**config.mk**
```make
export PLATFORM = sky130hd
export DESIGN_NAME = if_fetch
export DESIGN_NICKNAME = d
export VERILOG_FILES = /design/src/rtl/if_fetch.sv
export SDC_FILE = /design/constraint.sdc
export NUM_CORES = 1
export LEC_CHECK = 0
export ABC_CLOCK_PERIOD_IN_PS = 1960
export CAP_MARGIN = 20
export CORE_ASPECT_RATIO = 0.75
export CORE_MARGIN = 2
export CORE_UTILIZATION = 45
export DETAILED_ROUTE_END_ITERATION = 10
export GPL_TIMING_DRIVEN = 0
export PLACE_DENSITY = 0.73
export RECOVER_POWER = 25
export SLEW_MARGIN = 15
export SYNTH_ARGS = -nofsm -noshare
export SYNTH_HDL_FRONTEND = slang
export SYNTH_SLANG_ARGS = --single-unit
```
**constraint.sdc**
```tcl
create_clock -name clk -period 1.96 [get_ports clk]
set_input_delay 0.294 -clock clk [delete_from_list [all_inputs] [get_ports clk]]
set_output_delay 0.294 -clock clk [all_outputs]
set_load 0.01 [all_outputs]
```
**src/rtl/if_fetch.sv**
```systemverilog
// -----------------------------------------------------------------------------
// if_fetch : instruction-fetch stage in front of if_id.
//
// Owns the program counter and runs one req/ack/rvalid transaction at a time
// on the instruction bus. A fetched word is held on {if_pc, if_inst} until the
// pipeline consumes it (stall[0] low). stallreq_if stays high whenever no
// valid instruction is held. Taken branches from ID are remembered until the
// held instruction (the delay slot) is consumed. Exception flushes from ctrl
// redirect to new_pc and take priority over everything else.
//
// Ports
//   clk, rst            clock, synchronous active-high reset
//   stall[5:0]          ctrl stall vector, only stall[0] (hold IF) is used
//   flush, new_pc       exception redirect
//   branch_flag_i       one-cycle taken-branch pulse from ID
//   branch_target_i     branch target, valid with branch_flag_i
//   inst_req/inst_addr  bus request and address (address stable while req)
//   inst_ack            bus accepted the address this cycle
//   inst_rvalid/rdata   bus read data return
//   if_pc/if_inst       held instruction and its PC (if_inst 0 when none)
//   stallreq_if         high while no valid instruction is held
// -----------------------------------------------------------------------------
module if_fetch #(
  parameter logic [31:0] RESET_PC = 32'hBFC0_0000
) (
  input  logic        clk,
  input  logic        rst,
  input  logic [5:0]  stall,
  input  logic        flush,
  input  logic [31:0] new_pc,
  input  logic        branch_flag_i,
  input  logic [31:0] branch_target_i,
  output logic        inst_req,
  output logic [31:0] inst_addr,
  input  logic        inst_ack,
  input  logic        inst_rvalid,
  input  logic [31:0] inst_rdata,
  output logic [31:0] if_pc,
  output logic [31:0] if_inst,
  output logic        stallreq_if
);

  typedef enum logic [2:0] {IDLE, REQ, WAIT, HOLD, DRAIN} state_t;

  state_t      state, state_nxt;
  logic [31:0] pc, pc_nxt;
  logic [31:0] inst_addr_nxt, if_pc_nxt, if_inst_nxt;
  logic [31:0] pend_target, pend_target_nxt;
  logic [31:0] npc;
  logic        inst_req_nxt, inst_valid, inst_valid_nxt;
  logic        pend_br, pend_br_nxt;
  logic        req_stale, req_stale_nxt;

  logic [4:0]  unused_stall;
  assign unused_stall = stall[5:1];

  // A branch resolved in the very cycle the delay slot is consumed has not
  // been latched yet, so it is taken straight from the ID inputs.
  function automatic logic [31:0] pick_next_pc(
    input logic        br_now,
    input logic [31:0] br_tgt,
    input logic        pend,
    input logic [31:0] pend_tgt,
    input logic [31:0] cur
  );
    if (br_now) return br_tgt;
    if (pend)   return pend_tgt;
    return cur + 32'd4;
  endfunction

  assign npc = pick_next_pc(branch_flag_i, branch_target_i, pend_br, pend_target, pc);

  always_comb begin
    state_nxt       = state;
    pc_nxt          = pc;
    inst_req_nxt    = inst_req;
    inst_addr_nxt   = inst_addr;
    if_pc_nxt       = if_pc;
    if_inst_nxt     = if_inst;
    inst_valid_nxt  = inst_valid;
    pend_br_nxt     = pend_br;
    pend_target_nxt = pend_target;
    req_stale_nxt   = req_stale;

    if (flush) begin
      pc_nxt         = new_pc;
      inst_valid_nxt = 1'b0;
      if_inst_nxt    = 32'd0;
      pend_br_nxt    = 1'b0;
      unique case (state)
        IDLE, HOLD: begin
          state_nxt     = REQ;
          inst_req_nxt  = 1'b1;
          inst_addr_nxt = new_pc;
        end
        // The bus may not see a request withdrawn, so the old address stays
        // up until accepted; its data is then thrown away in DRAIN.
        REQ: begin
          if (inst_ack) begin
            inst_req_nxt  = 1'b0;
            state_nxt     = DRAIN;
            req_stale_nxt = 1'b0;
          end else begin
            req_stale_nxt = 1'b1;
          end
        end
        WAIT, DRAIN: begin
          if (inst_rvalid) begin
            state_nxt     = REQ;
            inst_req_nxt  = 1'b1;
            inst_addr_nxt = new_pc;
          end else begin
            state_nxt     = DRAIN;
          end
        end
        default: state_nxt = IDLE;
      endcase
    end else begin
      if (branch_flag_i) begin
        pend_br_nxt     = 1'b1;
        pend_target_nxt = branch_target_i;
      end
      unique case (state)
        IDLE: begin
          state_nxt     = REQ;
          inst_req_nxt  = 1'b1;
          inst_addr_nxt = pc;
        end
        REQ: begin
          if (inst_ack) begin
            inst_req_nxt  = 1'b0;
            state_nxt     = req_stale ? DRAIN : WAIT;
            req_stale_nxt = 1'b0;
          end
        end
        WAIT: begin
          if (inst_rvalid) begin
            state_nxt      = HOLD;
            if_inst_nxt    = inst_rdata;
            if_pc_nxt      = pc;
            inst_valid_nxt = 1'b1;
          end
        end
        HOLD: begin
          if (!stall[0]) begin
            pc_nxt         = npc;
            inst_valid_nxt = 1'b0;
            if_inst_nxt    = 32'd0;
            pend_br_nxt    = 1'b0;
            state_nxt      = REQ;
            inst_req_nxt   = 1'b1;
            inst_addr_nxt  = npc;
          end
        end
        DRAIN: begin
          if (inst_rvalid) begin
            state_nxt     = REQ;
            inst_req_nxt  = 1'b1;
            inst_addr_nxt = pc;
          end
        end
        default: state_nxt = IDLE;
      endcase
    end
  end

  // ---- register stage: all fetch state and outputs ----
  always_ff @(posedge clk) begin
    if (rst) begin
      state       <= IDLE;
      pc          <= RESET_PC;
      inst_req    <= 1'b0;
      inst_addr   <= RESET_PC;
      if_pc       <= RESET_PC;
      if_inst     <= 32'd0;
      inst_valid  <= 1'b0;
      pend_br     <= 1'b0;
      pend_target <= 32'd0;
      req_stale   <= 1'b0;
    end else begin
      state       <= state_nxt;
      pc          <= pc_nxt;
      inst_req    <= inst_req_nxt;
      inst_addr   <= inst_addr_nxt;
      if_pc       <= if_pc_nxt;
      if_inst     <= if_inst_nxt;
      inst_valid  <= inst_valid_nxt;
      pend_br     <= pend_br_nxt;
      pend_target <= pend_target_nxt;
      req_stale   <= req_stale_nxt;
    end
  end

  assign stallreq_if = ~inst_valid;

endmodule
```
======== Word-level counts from Yosys, hierarchy flattened ========
Cells that the tools add are included.
operators by class
  add/subtract/negate cells ............... 1
  equal/unequal tests ..................... 14
  multiplexer cells ....................... 45
  bitwise operators ....................... 2
  reductions and logical operators ........ 17
operators with widths
  kind                                            count
  two-way mux 32 bit                              12
  one-hot mux 32 bit (2 select lines)             2
  one-hot mux 32 bit (3 select lines)             1
  adder 32 x 3 -> 32 bit (second input constant)  1
  two-way mux 3 bit                               8
  two-way mux 1 bit                               17
  one-hot mux 3 bit (5 select lines)              1
  != test 3 bit (second input constant)           4
  one-hot mux 3 bit (3 select lines)              1
  AND reduction 3 bit                             3
  == test 3 x 2 -> 1 bit (second input constant)  2
  != test 2 bit (second input constant)           3
  AND reduction 2 bit                             3
  nonzero test 2 bit                              3
  OR reduction 2 bit                              3
  AND reduction 5 bit                             1
  nonzero test 5 bit                              1
  != test 4 x 1 -> 1 bit (second input constant)  1
  one-hot mux 1 bit (4 select lines)              1
  AND reduction 4 bit                             1
  nonzero test 4 bit                              1
  == test 3 x 1 -> 1 bit (second input constant)  1
  == test 3 bit (second input constant)           1
  logical NOT 3 bit                               1
  other kinds (5)                                 6
storage, ports and cells
  flip-flop bits (word level) ............. 167
  word-level logic and storage cells ...... 89

======== Logic depth before layout (Yosys ltp) ========
Gate-level depths: netlist of run 1.
  word-level depth ........................ 7
  mapped depth ............................ 9

======== Worst setup path after synthesis of run 1 ========
No wires, ideal clock.
  path type ............................... register -> register
  from .................................... register pc[2]
  to ...................................... register pc[14]
  arrival time ............................ 2058 ps
  required time ........................... 1881 ps
  setup slack ............................. -177 ps
  cell stages (with the launch flop) ...... 8
  path buffers ............................ 0
  period minus slack after synthesis ...... 2137 ps
  cells stage by stage .................... dfxtp_1 -> ha_1 -> nand3_1 -> or4_4 -> xor2_1 -> a2111oi_4 -> a221oi_2 -> a211oi_2
on the way
  cells in the longest elaborated chain, start to end .. 6
ends and longest elaborated chain
  what                    line  RTL
  from (decl)             46    logic [31:0] pc, pc_nxt;
  from (signal assigned)  182   pc <= pc_nxt;
  adder 32 x 3 -> 32 bit  68    return cur + 32'd4;
  two-way mux 32 bit      68
  two-way mux 32 bit      67    if (pend) return pend_tgt;
  two-way mux 32 bit      145   if (!stall[0]) begin
  two-way mux 32 bit      123   unique case (state)
  two-way mux 32 bit      85    if (flush) begin
No other way between the ends. The select of a mux whose other input is x is not followed.
A chain may end at the register's enable or synchronous reset.

======== Final worst setup path of run 1 ========
  from .................................... register pc[2]
  to ...................................... register inst_addr[14]
on the way
  cells in the longest elaborated chain, start to end .. 6
ends and longest elaborated chain
  what                                 line  RTL
  adder 32 x 3 -> 32 bit               68
  two-way mux 32 bit                   68
  two-way mux 32 bit                   67
  two-way mux 32 bit                   145
  one-hot mux 32 bit (3 select lines)  123
  two-way mux 32 bit                   85
  to (signal assigned)                 184   inst_addr <= inst_addr_nxt;
  to (decl)                            34    output logic [31:0] inst_addr,
No other way between the ends. The select of a mux whose other input is x is not followed.

==> metrics.yaml, run 1 <==
syn_area_mm2: 0.00824
hold_buffers: 0
cts_tree: "built"
rows: 42
die_h_um: 121
slowest_stage: "or4_4"
drive_above_1_share_pct: 19.1
p_switching_mw: 2.91
start_kind: "register"
pwr-share-comb_pct: 21.6
crit_arrival_ns: 2.45
syn_inst: 1083
internal_power_mw: 6.74
yosys.area.top_type: "dfxtp_1"
drc: 0
fp.coreArea_mm2: 0.0178
rsz0062_at_grt: "yes"
synth_seq_cells: 167
yosys_warnings: 0
dieArea_mm2: 0.0194
clk_pin_slew_ns: 0.07
synth_nets: 1192
status: "finished with violations"
grt_pass1_vias: 8970
max_stage_delay_ns: 0.59
overflow: 0
ir_drop_v: 0.000574
antenna_found_initial: 1
required_ns: 2.32
dpl.hpwl_um: 24200
violations: "negative setup slack"
finalPower_mw: 9.65
fin_crit_sh_pct: 106
skew_ns: 0.0106
cts_made_buffers: 17
hold_viol_final: 0
grt_max_degree: 17
drtAntennaViolNets: 0
maxCapViolCount: 0
swShare_pct: 30.1
grt_usage_pct: 33.9
post_synth.cell_area_avg_um2: 7.61
gp_congestion: 0.985
setup_viol: 25
crit_path_end_kind: "register"
ys_seq_area_share_pct: 40.6
crit_type: "reg2reg"
max_freq_mhz: 480
fin_cells: 1613
synth_most_common_cell: "nand2_1"
clock_path_buffers: 2
dpl.cell_count: 1523
htree_levels: 4
worstMarginPinSlew_ns: 0.868
timing.slew.headroom_pct: 42.1
synth_top_cells_by_count: "229 x nand2_1, 167 x dfxtp_1, 133 x a21oi_1"
min_path_type: "in2reg"
drt_iter0_markers: 1407
synth_edf_count: 0
synthArstFlopShare_pct: 0
cts_root_buf: "clkbuf_16"
power.share.clock_pct: 39.0
port_buffers: 198
first_pass_iters: 6
synth_cell_types: 78
synth_ff_type: "dfxtp_1"
grt_pass1_wl_um: 50500
synth.top_cell.area_share_pct: 40.6
clkSinkCount: 167
path_max_fanout: 3
power_leakage_nw: 4.61
clk_latency_ns: 0.44
ioPinCount: 206
worstPathCellList: "ha_4 -> nand3_4 -> or4_4 -> xor2_4 -> a2111oi_4 -> a221oi_2 -> a21oi_1"
p_per_area_mw_per_mm2: 785
wl_um: 34800
fin_crit_ns: 2.09
num_vias: 9898
pwr-share-seq_pct: 39.5
post_drt_wl_per_cell_um: 21.6
initial_core_util_pct: 46.4
slew_violations: 0
viasPerCell: 6.14
nets: 1466
area_delta_synth_final_pct: 49.2
fin_ws_ns: -0.125
fp.dieW_um: 160
synth_area_leaders: "dfxtp_1 41%, nand2_1 10%, a21oi_1 8.1%"
placed cells by master, fill, tap and decap left out, types with 16 or more instances in the layout:
cell type and n:
o21ai_0 50, dfxtp_1 145, buf_4 69, clkbuf_2 20, nor2_1 74, a21oi_1 123, clkbuf_16 17, clkdlybuf4s50_1 143
a22o_1 18, a31oi_1 16, dlygate4sd3_1 55, nand2_1 225, nand3_1 36, clkbuf_1 30
critical path, delay by kind of cell, from the launching register on:
family                     cells  cell delay [ns]
AOI/OAI and AO/OA              3             0.62
xor gates and xnor gates       1             0.20
adders and majority gates      1             0.15
DFF                            1             0.37
and+or+nand+nor                2             0.68
worst paths after layout:
kind / from / end / slack [ns] / cells past startpoint
setup / recovery: pc[2] / inst_addr[14] / -0.13 / 7
hold / removal: rst / pc[28] / 0.35 / 3
setup reg to reg: pc[2] / inst_addr[14] / -0.13 / 7
hold reg to reg: if_pc[20] / if_pc[20] / 0.45 / 2
power groups by stage:
stage / Sequential (mW) / Clock, mW / Combinational, mW
2_1_floorplan: 3.85 / 0 / 0.864
3_3_place_gp: 3.84 / 0 / 1.75
3_5_place_dp: 3.84 / 0 / 1.77
4_1_cts: 3.79 / 3.75 / 1.90
5_1_grt: 3.82 / 3.88 / 2.18
6_report: 3.81 / 3.76 / 2.08
flip-flops by register name (all words and copies together), names as in the netlist:
name / flops
state: 3
inst_valid: 1
inst_req: 1
pend_br: 1
if_inst: 32
pc: 32
if_pc: 32
pend_target: 32
inst_addr: 32
req_stale: 1
routing by layer:
metal	GRT usage (%)	part of all wire, %	vias to the layer above
met2	50.9	43	764
met1	46.0	40	4591
li1	-	-	4415
met3	9.26	14	128
met4	14.1	4.3	0
met5	0	0	-
cells by family (layout without fill, tap and decap cells):
logic type | after synthesis | after routing | share of synthesized area [%]
buffers and inverters | 110 | 397 | 5.30
XOR/XNOR | 23 | 23 | 2.45
flip-flops | 167 | 167 | 40.6
AO/OA/AOI/OAI | 333 | 333 | 26.3
other | 0 | 1 | 0
AND/OR/NAND/NOR | 442 | 442 | 24.4
multiplexers | 6 | 6 | 0.729
adder cells (fa/ha/maj) | 2 | 2 | 0.273
through the flow:
step                      cell area (um2)  util (%)  hold slack (ns)  worst slack [ns]  TNS [ns]
final                               12300      69.2            0.352            -0.125     -1.18
after global routing                12300      69.2            0.387            -0.149     -2.98
after global placement              10600      59.5            0.443             -1.13   -127.19
after CTS                           11800      66.3            0.318           -0.0916    -0.250
after floorplan                      8280         -            0.391          -0.00176  -0.00176
after detailed placement            10600      59.5            0.447             -1.19   -128.86
cell type report:
type                            count  area, um2
Fill cell                        1480       5470
Multi-Input combinational cell    806       4880
Sequential cell                   167       3400
Timing Repair Buffer              267       2540
Buffer                             85        474
Clock buffer                       18        439
Tap cell                          242        303
Clock inverter                     14        209
Inverter                           13       53.8
Antenna cell                        1       2.50
timing repair:
action / 4_1_cts / 5_1_grt
resized for setup: 118 / 94
pin swaps: 27 / 45
endpoints found under the setup margin: 162 / 134
buffers inserted: 32 / 35
gates cloned: 0 / 2
No activity file was read; power rests on OpenSTA's default activity.
==> inputs of run 2 (changes only) <==
GPL_ROUTABILITY_DRIVEN = 0   (was default)
==> run 2 against run 1 <==
- the flow finishes with violations (design-rule violations, negative setup slack)
- sequential share of layout area about the same
- power decreased by 3.1%
- worst hold slack improved by 0.0016 ns
- final cell count decreased by 1.1%
- clock power decreased by 7.7%
- setup slack got worse by 0.12 ns
- clock skew increased by 0.0029 ns
- non-clock buffer count decreased by 17
- via count increased by 0.86%
- fmax decreased by 5.3%
- critical path type unchanged
- largest power group unchanged
==> metrics.yaml, run 2 (synthesis gave the netlist of run 1 again) <==
ioPinCount: 206  # unchanged
grt_usage_pct: 33.3  # was 33.9%
fin_ws_ns: -0.242  # was -0.125 ns
cts_made_buffers: 17  # unchanged
violations: "design-rule violations, negative setup slack"  # was negative setup slack
hold_buffers: 0  # unchanged
clk_pin_slew_ns: 0.07  # about the same
cts_root_buf: "clkbuf_16"  # unchanged
area_delta_synth_final_pct: 48.5  # was 49.2%
slew_violations: 0  # unchanged
maxCapViolCount: 0  # unchanged
timing.slew.headroom_pct: 42.0  # was 42.1%
grt_max_degree: 17  # unchanged
power.share.clock_pct: 37.2  # was 39.0%
mostFrequentLayoutCells: "223 x nand2_1, 189 x clkdlybuf4s50_1, 150 x dfxtp_1"  # was 225 x nand2_1, 145 x dfxtp_1, 143 x clkdlybuf4s50_1
skew_ns: 0.0135  # was 0.0106 ns
crit_arrival_ns: 2.50  # was 2.45 ns
drc: 3  # was 0
use_met1_pct: 44.5  # was 46.0%
finalPower_mw: 9.34  # was 9.65 mW
final_util_pct: 68.9  # was 69.2%
hold_ws_ns: 0.353  # was 0.352 ns
dieArea_mm2: 0.0194  # unchanged
fp.coreArea_mm2: 0.0178  # unchanged
worstPathCellList: "nand4_4 -> buf_12 -> nor3_4 -> buf_4 -> buf_6 -> nand2_1 -> o211ai_1 -> o41a_1 -> a31oi_1"  # was ha_4 -> nand3_4 -> or4_4 -> xor2_4 -> a2111oi_4 -> a221oi_2 -> a21oi_1
setup_viol: 34  # was 25
status: "finished with violations"  # unchanged
drt_iter0_markers: 1415  # was 1407
tns_ns: -3.04  # was -1.18 ns
crit_type: "reg2reg"  # unchanged
die_h_um: 121  # unchanged
path_max_fanout: 6  # was 3
start_kind: "register"  # unchanged
wl_um: 34700  # was 34800 um
rows: 42  # unchanged
fin_crit_ns: 2.20  # was 2.09 ns
nFillCells: 1450  # was 1480
power_leakage_nw: 4.39  # was 4.61 nW
ir_drop_v: 0.000539  # was 0.000574 V
nets: 1449  # was 1466
grt_use_met2_pct: 49.3  # was 50.9%
gr-max-usage-layer: "met2"  # unchanged
pwr-share-comb_pct: 22.0  # was 21.6%
internal_power_mw: 6.47  # was 6.74 mW
antenna_found_initial: 0  # was 1
dpl.hpwl_um: 24100  # was 24200 um
clk_latency_ns: 0.43  # was 0.44 ns
pwr-share-seq_pct: 40.8  # was 39.5%
max_stage_delay_ns: 0.39  # was 0.59 ns
p_switching_mw: 2.88  # was 2.91 mW
fp.dieW_um: 160  # unchanged
overflow: 0  # unchanged
clock_path_buffers: 2  # unchanged
crit_path_end_kind: "register"  # unchanged
htree_levels: 4  # unchanged
worstMarginPinSlew_ns: 0.869  # was 0.868 ns
p_per_area_mw_per_mm2: 764  # was 785 mW/mm2
required_ns: 2.26  # was 2.32 ns
port_buffers: 198  # unchanged
drive_above_1_share_pct: 18.6  # was 19.1%
num_vias: 9983  # was 9898
grt_pass1_wl_um: 49900  # was 50500 um
diodes: 0  # was 1
post_drt_wl_per_cell_um: 21.8  # was 21.6 um
clkSinkCount: 167  # unchanged
slowest_stage: "dfxtp_4"  # was or4_4
mostFrequentLayoutCell: "nand2_1"  # unchanged
use_met3_pct: 10.4  # was 9.26%
min_path_type: "in2reg"  # unchanged
cts_tree: "built"  # unchanged
drtAntennaViolNets: 0  # unchanged
initial_core_util_pct: 46.4  # unchanged
rsz0062_at_grt: "yes"  # unchanged
fin_crit_sh_pct: 112  # was 106%
swShare_pct: 30.8  # was 30.1%
first_pass_iters: 11  # was 6
viasPerCell: 6.26  # was 6.14
grt_pass1_vias: 8916  # was 8970
max_freq_mhz: 454  # was 480 MHz
hold_viol_final: 0  # unchanged
[run 2: final timing paths]
kind	from	endpoint	slack, ns	cells past startpoint
setup reg to reg	pc[12]	inst_addr[21]	-0.24	9
setup / recovery	pc[12]	inst_addr[21]	-0.24	9
hold reg to reg	if_pc[12]	if_pc[12]	0.45	2
hold / removal	rst	pc[28]	0.35	3
[run 2: area by class of cell]
cell class / count / area [um2] / share of cell area [%]
well taps: 242 / 303 / 2.47
clock inverters: 14 / 164 / 1.34
repair buffers: 250 / 2450 / 20.0
multi-input cells: 806 / 4960 / 40.6
plain buffers: 85 / 483 / 3.95
inverters: 13 / 53.8 / 0.440
flip-flops and latches: 167 / 3380 / 27.7
clock buffers: 18 / 439 / 3.59
[run 2: metal layers]
| layer | wire, um | vias up |
|---|---|---|
| met4 | 1920 | 0 |
| li1 | - | 4376 |
| met5 | 0 | - |
| met2 | 14400 | 850 |
| met1 | 13200 | 4562 |
| met3 | 5170 | 195 |
[run 2: power by group through the flow]
stage,registers [mW],logic (mW),clock network [mW]
after CTS,3.78,1.89,3.48
after detailed placement,3.84,1.76,0
after floorplan,3.85,0.864,0
after global routing,3.83,2.14,3.63
after global placement,3.84,1.74,0
final,3.81,2.06,3.47
[run 2: repair_timing]
item                                    CTS  global route
endpoints found under the setup margin  162           138
pin swaps                                19            55
gates cloned                              0             1
buffers inserted                         27            25
gates resized for setup                 114           113
[run 2: worst max-delay path, delay by kind of cell (launching register included)]
| kind | cells | cell delay [ns] |
|---|---|---|
| AND/OR/NAND/NOR | 3 | 0.61 |
| AO/OA/AOI/OAI | 3 | 0.58 |
| buffers and inverters | 3 | 0.47 |
| flip-flops | 1 | 0.39 |
[run 2: through the flow]
step / setup slack (ns) / instances / area, um2
6_report: -0.242 / 1595 / 12200
5_1_grt: -0.242 / 1595 / 12200
4_1_cts: -0.105 / 1574 / 11700
3_5_place_dp: -1.11 / 1523 / 10600
3_3_place_gp: -1.05 / 1523 / 10600
2_1_floorplan: -0.00176 / 1083 / 8280
